**src/rtl/div_clk_monitor.sv**
```systemverilog
// Measures the period of an asynchronous divided clock in clk_ext cycles and reports
// lock, mismatch and timeout status against an expected period.
module div_clk_monitor #(
    parameter int unsigned W          = 8,
    parameter int unsigned TOL        = 0,
    parameter int unsigned LOCK_CNT   = 4,
    parameter int unsigned MAX_PERIOD = 255
) (
    input  logic         clk_ext,
    input  logic         rst,
    input  logic         en,
    input  logic         clk_div,
    input  logic [W-1:0] exp_period,
    output logic [W-1:0] period,
    output logic         period_valid,
    output logic         locked,
    output logic         err,
    output logic         timeout
);

    localparam logic [W-1:0] MaxP  = W'(MAX_PERIOD);
    localparam logic [W:0]   Tol   = (W+1)'(TOL);
    localparam logic [3:0]   LockN = 4'(LOCK_CNT);

    typedef enum logic [1:0] {StIdle, StArm, StMeasure} state_e;

    state_e       state_q, state_d;
    logic [W-1:0] cnt_q, cnt_d;
    logic [W-1:0] period_q, period_d;
    logic [3:0]   mc_q, mc_d;
    logic         locked_q, locked_d;
    logic         pv_q, pv_d;
    logic         err_q, err_d;
    logic         to_q, to_d;
    logic         s1_q, s2_q, s3_q;

    logic         rise;
    logic [W:0]   diff;
    logic         match;

    assign rise = s2_q & ~s3_q;

    // Absolute difference in W+1 bits so the compare never wraps.
    always_comb begin
        if (cnt_q >= exp_period) begin
            diff = {1'b0, cnt_q} - {1'b0, exp_period};
        end else begin
            diff = {1'b0, exp_period} - {1'b0, cnt_q};
        end
        match = (diff <= Tol);
    end

    always_comb begin
        state_d  = state_q;
        cnt_d    = cnt_q;
        period_d = period_q;
        mc_d     = mc_q;
        locked_d = locked_q;
        pv_d     = 1'b0;
        err_d    = 1'b0;
        to_d     = 1'b0;
        if (!en) begin
            state_d  = StIdle;
            cnt_d    = '0;
            mc_d     = '0;
            locked_d = 1'b0;
        end else begin
            unique case (state_q)
                StIdle: begin
                    cnt_d   = '0;
                    state_d = StArm;
                end
                StArm: begin
                    if (rise) begin
                        cnt_d   = W'(1);
                        state_d = StMeasure;
                    end else if (cnt_q == MaxP) begin
                        to_d     = 1'b1;
                        locked_d = 1'b0;
                        mc_d     = '0;
                        cnt_d    = '0;
                    end else begin
                        cnt_d = cnt_q + W'(1);
                    end
                end
                StMeasure: begin
                    if (rise) begin
                        period_d = cnt_q;
                        pv_d     = 1'b1;
                        cnt_d    = W'(1);
                        if (match) begin
                            mc_d     = (mc_q >= LockN) ? LockN : mc_q + 4'd1;
                            locked_d = locked_q | (mc_d == LockN);
                        end else begin
                            err_d    = 1'b1;
                            mc_d     = '0;
                            locked_d = 1'b0;
                        end
                    end else if (cnt_q == MaxP) begin
                        to_d     = 1'b1;
                        locked_d = 1'b0;
                        mc_d     = '0;
                        cnt_d    = '0;
                        state_d  = StArm;
                    end else begin
                        cnt_d = cnt_q + W'(1);
                    end
                end
                default: state_d = StIdle;
            endcase
        end
    end

    always_ff @(posedge clk_ext) begin
        if (rst) begin
            state_q  <= StIdle;
            cnt_q    <= '0;
            period_q <= '0;
            mc_q     <= '0;
            locked_q <= 1'b0;
            pv_q     <= 1'b0;
            err_q    <= 1'b0;
            to_q     <= 1'b0;
            s1_q     <= 1'b0;
            s2_q     <= 1'b0;
            s3_q     <= 1'b0;
        end else begin
            state_q  <= state_d;
            cnt_q    <= cnt_d;
            period_q <= period_d;
            mc_q     <= mc_d;
            locked_q <= locked_d;
            pv_q     <= pv_d;
            err_q    <= err_d;
            to_q     <= to_d;
            s1_q     <= clk_div;
            s2_q     <= s1_q;
            s3_q     <= s2_q;
        end
    end

    assign period       = period_q;
    assign period_valid = pv_q;
    assign locked       = locked_q;
    assign err          = err_q;
    assign timeout      = to_q;

endmodule
```
**config.mk**
```make
export PLATFORM = sky130hd
export DESIGN_NAME = div_clk_monitor
export DESIGN_NICKNAME = d
export VERILOG_FILES = /design/src/rtl/div_clk_monitor.sv
export SDC_FILE = /design/constraint.sdc
export NUM_CORES = 1
export LEC_CHECK = 0
export CAP_MARGIN = 5
export CORE_MARGIN = 8
export CORE_UTILIZATION = 50
export DETAILED_ROUTE_END_ITERATION = 10
export MAX_ROUTING_LAYER = met4
export PLACE_DENSITY = 0.75
export SYNTH_ARGS = -nofsm -noshare
export SYNTH_HDL_FRONTEND = slang
export SYNTH_SLANG_ARGS = --single-unit
```
**constraint.sdc**
```tcl
create_clock -name clk_ext -period 2.8 [get_ports clk_ext]
set_clock_uncertainty 0.15 [all_clocks]
set_input_delay 0.56 -clock clk_ext [delete_from_list [all_inputs] [get_ports clk_ext]]
set_output_delay 0.56 -clock clk_ext [all_outputs]
set_load 0.01 [all_outputs]
```
=== After elaboration in Yosys (flattened, before gate mapping) ===
Index checks and enable logic that the tools add are counted.

* Add/subtract/negate cells: 4
* $lt $le $gt $ge: 3
* Equality and inequality tests: 8
* Muxes and demuxes: 22
* Bitwise gates (word level): 7
* Reductions and logical operators: 11

{| class="wikitable"
|+ Operator list
! kind !! number
|-
| $mux 4 || 5
|-
| $sub 8x8->9 || 2
|-
| $mux 8 || 2
|-
| $pmux 8 s2 || 1
|-
| $le 9x1->1 const B || 1
|-
| $mux 9 || 1
|-
| $add 8x1->8 const B || 1
|-
| $eq 8x8->1 const B || 1
|-
| $ge 8x8->1 || 1
|-
| $ne 2x2->1 const B || 4
|-
| $pmux 4 s2 || 1
|-
| $reduce_or 4->1 || 2
|-
| $mux 1 || 7
|-
| $mux 2 || 3
|-
| $pmux 2 s3 || 1
|-
| $reduce_and 3->1 || 2
|-
| $not 1->1 || 5
|-
| $add 4x1->4 const B || 1
|-
| $eq 4x3->1 const B || 1
|-
| $ge 4x3->1 const B || 1
|-
| $reduce_bool 2->1 || 2
|-
| $reduce_or 2->1 || 2
|-
| $reduce_or 3->1 || 1
|-
| $eq 2x1->1 const B || 1
|-
| 6 further kinds || 6
|}

* Register bits after elaboration: 29
* Input bits: 12
* Output and inout port bits: 12
* Logic and storage cells: 66

=== Longest topological paths before layout ===
* Word-level depth: 7
* Mapped depth: 10

=== Worst setup path before layout ===
Ideal clock, no wire load.

* Kind: input -> register
* From: input exp_period[3]
* To: register mc_q[1]
* Setup time: 59 ps
* Arrival: 2787 ps
* Data required time: 2591 ps
* Slack: -196 ps
* Stages on the path: 10
* Buffers on the path: 1
* Cells stage by stage: inv_1 ha_1 buf_6 or3b_1 a2111oi_2 o21ai_1 a22o_1 or4_4 o31ai_4 a31o_1

* Longest elaborated chain between the ends: 6
* Elaborated cells between the ends (all ways): 8
* Classes of those cells: add/sub: 2; order compare: 2; mux: 4

{| class="wikitable"
|+ RTL lines
! what !! RTL line !! RTL
|-
| from (decl) || 13 || <nowiki>input logic [W-1:0] exp_period,</nowiki>
|-
| $sub 8x8->9 (tied with other cells) || 48 || <nowiki>diff = {1'b0, exp_period} - {1'b0, cnt_q};</nowiki>
|-
| $mux 9 (*) || 45 || <nowiki>if (cnt_q >= exp_period) begin</nowiki>
|-
| $le 9x1->1 (*) || 50 || <nowiki>match = (diff <= Tol);</nowiki>
|-
| $mux 4 (*) || 91 || <nowiki>if (match) begin</nowiki>
|-
| $mux 4 (*) || 87 || <nowiki>if (rise) begin</nowiki>
|-
| $pmux 4 s2 (*) || 68 || <nowiki>unique case (state_q)</nowiki>
|-
| to (signal assigned) || 131 || <nowiki>mc_q <= mc_d;</nowiki>
|-
| to (decl) || 30 || <nowiki>logic [3:0] mc_q, mc_d;</nowiki>
|}

Every way passes the cells marked *; elsewhere a longest branch is shown, timed or not.
A chain may end at the register's enable or synchronous reset.

=== Worst setup path after layout ===
Same ends and word-level chain as after synthesis.

==> impl_results.html <==
<table>
<tr><th>Metric</th><th>Value</th></tr>
<tr><th colspan="2">Status</th></tr>
<tr><td>Run status</td><td>finished clean</td></tr>
<tr><th colspan="2">Place</th></tr>
<tr><td>Routability Congestion</td><td>0.9148</td></tr>
<tr><td>Count of port buffers added during placement</td><td>23</td></tr>
<tr><td>DPL Wire Length</td><td>between 4000 and 5000 um</td></tr>
<tr><td>Placed Instance Area</td><td>2649 um^2</td></tr>
<tr><th colspan="2">Clock network</th></tr>
<tr><td>Clock tree from TritonCTS</td><td>done</td></tr>
<tr><td>TritonCTS Sinks</td><td>29</td></tr>
<tr><td>Clock Tree Buf Depth</td><td>2</td></tr>
<tr><td># hold bufs at CTS</td><td>0</td></tr>
<tr><td>Clock transition at the register clock pins on the worst setup and hold paths after CTS</td><td>0.07 ns</td></tr>
<tr><td>Htree depth</td><td>2</td></tr>
<tr><td>Worst-skew pair later-pin latency</td><td>0.28 ns</td></tr>
<tr><td>Root cell of the clock tree</td><td>sky130_fd_sc_hd__clkbuf_8</td></tr>
<tr><td>Total CTS buffers</td><td>5</td></tr>
<tr><th colspan="2">Layout</th></tr>
<tr><td>Synth-to-Final Area Change</td><td>47.70%</td></tr>
<tr><td>Layout fillers</td><td>291</td></tr>
<tr><td>Final design instance area without fill</td><td>between 3000 and 4000 um^2</td></tr>
<tr><td>Share of final-layout standard cells stronger than drive strength 1</td><td>30.30%</td></tr>
<tr><td>Fin nets</td><td>about 360</td></tr>
<tr><td>Final antenna diode count</td><td>0</td></tr>
<tr><th colspan="2">Route</th></tr>
<tr><td>DR DRC count</td><td>0</td></tr>
<tr><td>Vias after detailed routing</td><td>2071</td></tr>
<tr><td>Number of DRC markers in iteration 0</td><td>around 160</td></tr>
<tr><td>Routed vias/inst</td><td>5.450</td></tr>
<tr><td>Routed WL</td><td>5613 um</td></tr>
<tr><td>Average wire per standard cell</td><td>between 10 and 15 um</td></tr>
<tr><td>Number of nets with antenna violations after detailed routing</td><td>0</td></tr>
<tr><td>Number of optimization iterations in the first detailed-route pass</td><td>5</td></tr>
<tr><th colspan="2">Floorplan</th></tr>
<tr><td>Core region area</td><td>3971 um^2</td></tr>
<tr><td>Effective utilization at floorplan</td><td>51.32%</td></tr>
<tr><td>Floorplan die area</td><td>between 6000 and 7000 um^2</td></tr>
<tr><td>Die outline width</td><td>79.85 um</td></tr>
<tr><td>Top-level port count</td><td>24</td></tr>
<tr><td>Number of rows created at floorplan</td><td>23</td></tr>
<tr><td>Die H</td><td>79.85 um</td></tr>
<tr><th colspan="2">Power and ir drop</th></tr>
<tr><td>Overall power consumption</td><td>1.120 mW</td></tr>
<tr><td>Internal Power</td><td>862.0 uW</td></tr>
<tr><td>Clock network fraction of total power</td><td>46.3%</td></tr>
<tr><td>Maximum vdd drop</td><td>0.0003531 V</td></tr>
<tr><td>Net switching power figure</td><td>258.3 uW</td></tr>
<tr><td>Total power divided by cell area</td><td>372.1 nW/um^2</td></tr>
<tr><td>Switch share</td><td>23.05%</td></tr>
<tr><td>Total leakage power</td><td>1.179 nW</td></tr>
<tr><td>Portion of total power attributed to combinational logic</td><td>16.3%</td></tr>
<tr><td>Seq pwr share</td><td>37.3%</td></tr>
<tr><th colspan="2">Synth</th></tr>
<tr><td>#FFs+latches synth</td><td>29</td></tr>
<tr><td>Post-synth top area share</td><td>28.48%</td></tr>
<tr><td>Commonest register cell after synthesis</td><td>sky130_fd_sc_hd__dfxtp_1</td></tr>
<tr><td>Library cell occupying the most area in the post-synthesis netlist</td><td>sky130_fd_sc_hd__dfxtp_1</td></tr>
<tr><td>EDFF count, synth</td><td>0</td></tr>
<tr><td>Cells after synthesis</td><td>263</td></tr>
<tr><td>Synth cell count leaders</td><td>sky130_fd_sc_hd__nand2_1, sky130_fd_sc_hd__dfxtp_1, sky130_fd_sc_hd__inv_1, sky130_fd_sc_hd__a21oi_1, sky130_fd_sc_hd__nor2_1</td></tr>
<tr><td>Total number of yosys warnings</td><td>0</td></tr>
<tr><td>Mapped Nets</td><td>297</td></tr>
<tr><td>Share of synthesized flip-flops with an asynchronous set or reset</td><td>0%</td></tr>
<tr><td>Part of the Yosys area used for sequential elements</td><td>28.48%</td></tr>
<tr><td>Post-synth design cell area</td><td>2038 um^2</td></tr>
<tr><td>Unique cell type count in the Yosys netlist</td><td>50</td></tr>
<tr><td>Avg Synthesized Cell Area</td><td>7.750 um^2</td></tr>
<tr><td>Main area contributors after synthesis</td><td>sky130_fd_sc_hd__dfxtp_1, sky130_fd_sc_hd__ha_1, sky130_fd_sc_hd__a21oi_1</td></tr>
<tr><td>Top-count cell post-synth</td><td>sky130_fd_sc_hd__nand2_1</td></tr>
<tr><th colspan="2">STA</th></tr>
<tr><td>Share of the cycle needed by the critical path after routing</td><td>99.69%</td></tr>
<tr><td>Final Critical Period</td><td>2.791 ns</td></tr>
<tr><td>Tightest Pin Transition</td><td>0.4016 ns</td></tr>
<tr><td>Max-slew violation count</td><td>0</td></tr>
<tr><td>RSZ-0062 raised after global routing</td><td>yes</td></tr>
<tr><td>Final setup violation count</td><td>0</td></tr>
<tr><td>Slew Limit Headroom</td><td>72.98%</td></tr>
<tr><td>Final hold vios</td><td>0</td></tr>
<tr><td>Achievable frequency</td><td>~360 MHz</td></tr>
<tr><th colspan="2">Critical path</th></tr>
<tr><td>Signal arrival time at the worst endpoint</td><td>2.87 ns</td></tr>
<tr><td>Worst setup SP type</td><td>primary input</td></tr>
<tr><td>Slowest stage cell on the critical path</td><td>sky130_fd_sc_hd__or4_1</td></tr>
<tr><td>CP cell instances</td><td>buf_8 &gt; inv_4 &gt; ha_4 &gt; or4_1 &gt; or4_1 &gt; a22o_1 &gt; or4_4 &gt; o31ai_4 &gt; a31o_1</td></tr>
<tr><td>Sort of element at the end of the critical path</td><td>flop</td></tr>
<tr><td>Required time of the critical path</td><td>~2.9 ns</td></tr>
<tr><td>Bufs and invs on worst path</td><td>2</td></tr>
<tr><td>Worst setup path class</td><td>in2reg</td></tr>
<tr><td>Family with the most delay on the worst path</td><td>simple AND/OR/NAND/NOR gates</td></tr>
<tr><td>Maximum single-stage delay on the critical path</td><td>between 0.5 and 0.6 ns</td></tr>
<tr><td>Cell type with the highest occurrence count on the critical path</td><td>sky130_fd_sc_hd__or4_1</td></tr>
<tr><td>Worst-path fanout max</td><td>4</td></tr>
<tr><th colspan="2">Global routing</th></tr>
<tr><td>Pin count of the biggest net entering global routing</td><td>13</td></tr>
<tr><td>Global-route wire length before repair</td><td>8997 um</td></tr>
<tr><td>GRT Resource Usage Total</td><td>17.93%</td></tr>
<tr><td>Via count of the first global-routing pass</td><td>2029</td></tr>
<tr><td>Initial antenna violation count</td><td>0</td></tr>
<tr><td>Congestion Overflow GR</td><td>0</td></tr>
<tr><th colspan="2">Hold path</th></tr>
<tr><td>Type of the most critical hold path</td><td>reg2reg</td></tr>
<tr><th colspan="2">Job</th></tr>
<tr><td>MaxCap Viol Count</td><td>0</td></tr>
</table>
==> cells by family (layout without fill, tap and decap cells) <==
kind of cell               count (synthesis)  after routing  synth area share, %
AOI/OAI and AO/OA                         68             68                22.77
xor gates and xnor gates                   6              6                2.578
adders and majority gates                 22             22                13.51
buffers and inverters                     35            102                6.875
DFF                                       29             29                28.48
muxes                                      2              2               0.9822
and+or+nand+nor                          101            101                24.80
==> metrics by stage <==
step	util [%]	hold WS [ns]	TNS (ns)	cells	worst slack [ns]
2_1_floorplan	-	0.2638	-0.03078	263	-0.02919
3_3_place_gp	66.70	0.2725	-3.687	368	-0.7819
3_5_place_dp	66.70	0.2842	-3.825	368	-0.8076
4_1_cts	72.37	0.2986	0	377	0.0005618
5_1_grt	75.80	0.3114	-0.3945	380	-0.1002
6_report	75.80	0.2924	0	380	0.008650
==> layer usage <==
layer	wire length, um	vias up	GRT usage (%)
met2	2869	55	31.38
met4	57	0	5.091
met5	0	-	-
met1	2423	957	19.62
li1	-	1051	-
met3	262	8	4.392
==> worst paths after layout <==
| path | end | slack [ns] | start | depth (start not counted) |
|---|---|---|---|---|
| max | mc_q[1]$_SDFFE_PP0P_ | 0.009 | exp_period[3] | 9 |
| min | s2_q$_SDFF_PP0_ | 0.29 | s1_q$_SDFF_PP0_ | 1 |
| max reg2reg | mc_q[1]$_SDFFE_PP0P_ | 0.04 | cnt_q[4]$_SDFFE_PP0P_ | 7 |
| min reg2reg | s2_q$_SDFF_PP0_ | 0.29 | s1_q$_SDFF_PP0_ | 1 |
==> flip-flops by register name, indices dropped and copies added (netlist names), 2 cells and up <==
| register | flops |
|---|---|
| cnt_q | 8 |
| period | 8 |
| mc_q | 4 |
| state_q | 2 |
==> cell type report <==
| type | instances | area, um^2 | share of cell area [%] |
|---|---|---|---|
| Clock buffer | 5 | 68.82 | 2.286 |
| Clock inverter | 3 | 65.06 | 2.161 |
| Inverter | 26 | 115.1 | 3.824 |
| Multi-Input combinational cell | 199 | 1538 | 51.08 |
| Sequential cell | 29 | 583.1 | 19.37 |
| Tap cell | 50 | 62.56 | 2.078 |
| Timing Repair Buffer | 68 | 578.1 | 19.20 |
==> power by group through the flow <==
stage	clock [mW]	sequential (mW)	combinational [mW]
after CTS	0.521	0.419	0.163
after global placement	0	0.428	0.148
final	0.519	0.418	0.183
after floorplan	0	0.427	0.0814
after detailed placement	0	0.428	0.152
after global routing	0.545	0.419	0.199
==> worst register-to-register path, delay by kind of cell, from the launching register on <==
kind / cells / cell delay (ns)
AO/OA/AOI/OAI: 3 / 0.53
adder cells (fa/ha/maj): 1 / 0.21
flip-flops: 1 / 0.37
AND/OR/NAND/NOR: 3 / 1.45
==> what timing repair did <==
action | CTS | global route
pin swaps | 8 | 12
gates resized for setup | 37 | 26
endpoints found under the setup margin | 5 | 5
setup buffers | 1 | 3
==> cells in the final DEF, fill, tap and decap left out, drive strengths merged, types with 2 or more instances in the layout <==
cell type      Yosys  routed
a21o               3       3
o221ai             2       2
or3                6       6
a31oi              2       2
dlymetal6s2s       0       2
o21ai             13      13
mux2i              2       2
bufinv             0       2
nor3               5       5
nand3b             4       4
and2               4       4
buf                2      48
o21a               2       2
a21oi             24      24
a211oi             5       5
xnor2              5       5
o2111ai            3       3
nor2              24      24
nand2             30      30
clkbuf             7       5
nor2b              7       7
dlygate4sd2        0       2
ha                22      22
clkdlybuf4s50      0      16
or4                3       3
inv               26      26
nand3              6       6
nand4              3       3
dfxtp             29      29
nand2b             2       2
o221a              2       2
a31o               2       2
o211ai             2       2
No activity file was read; power rests on OpenSTA's default activity.
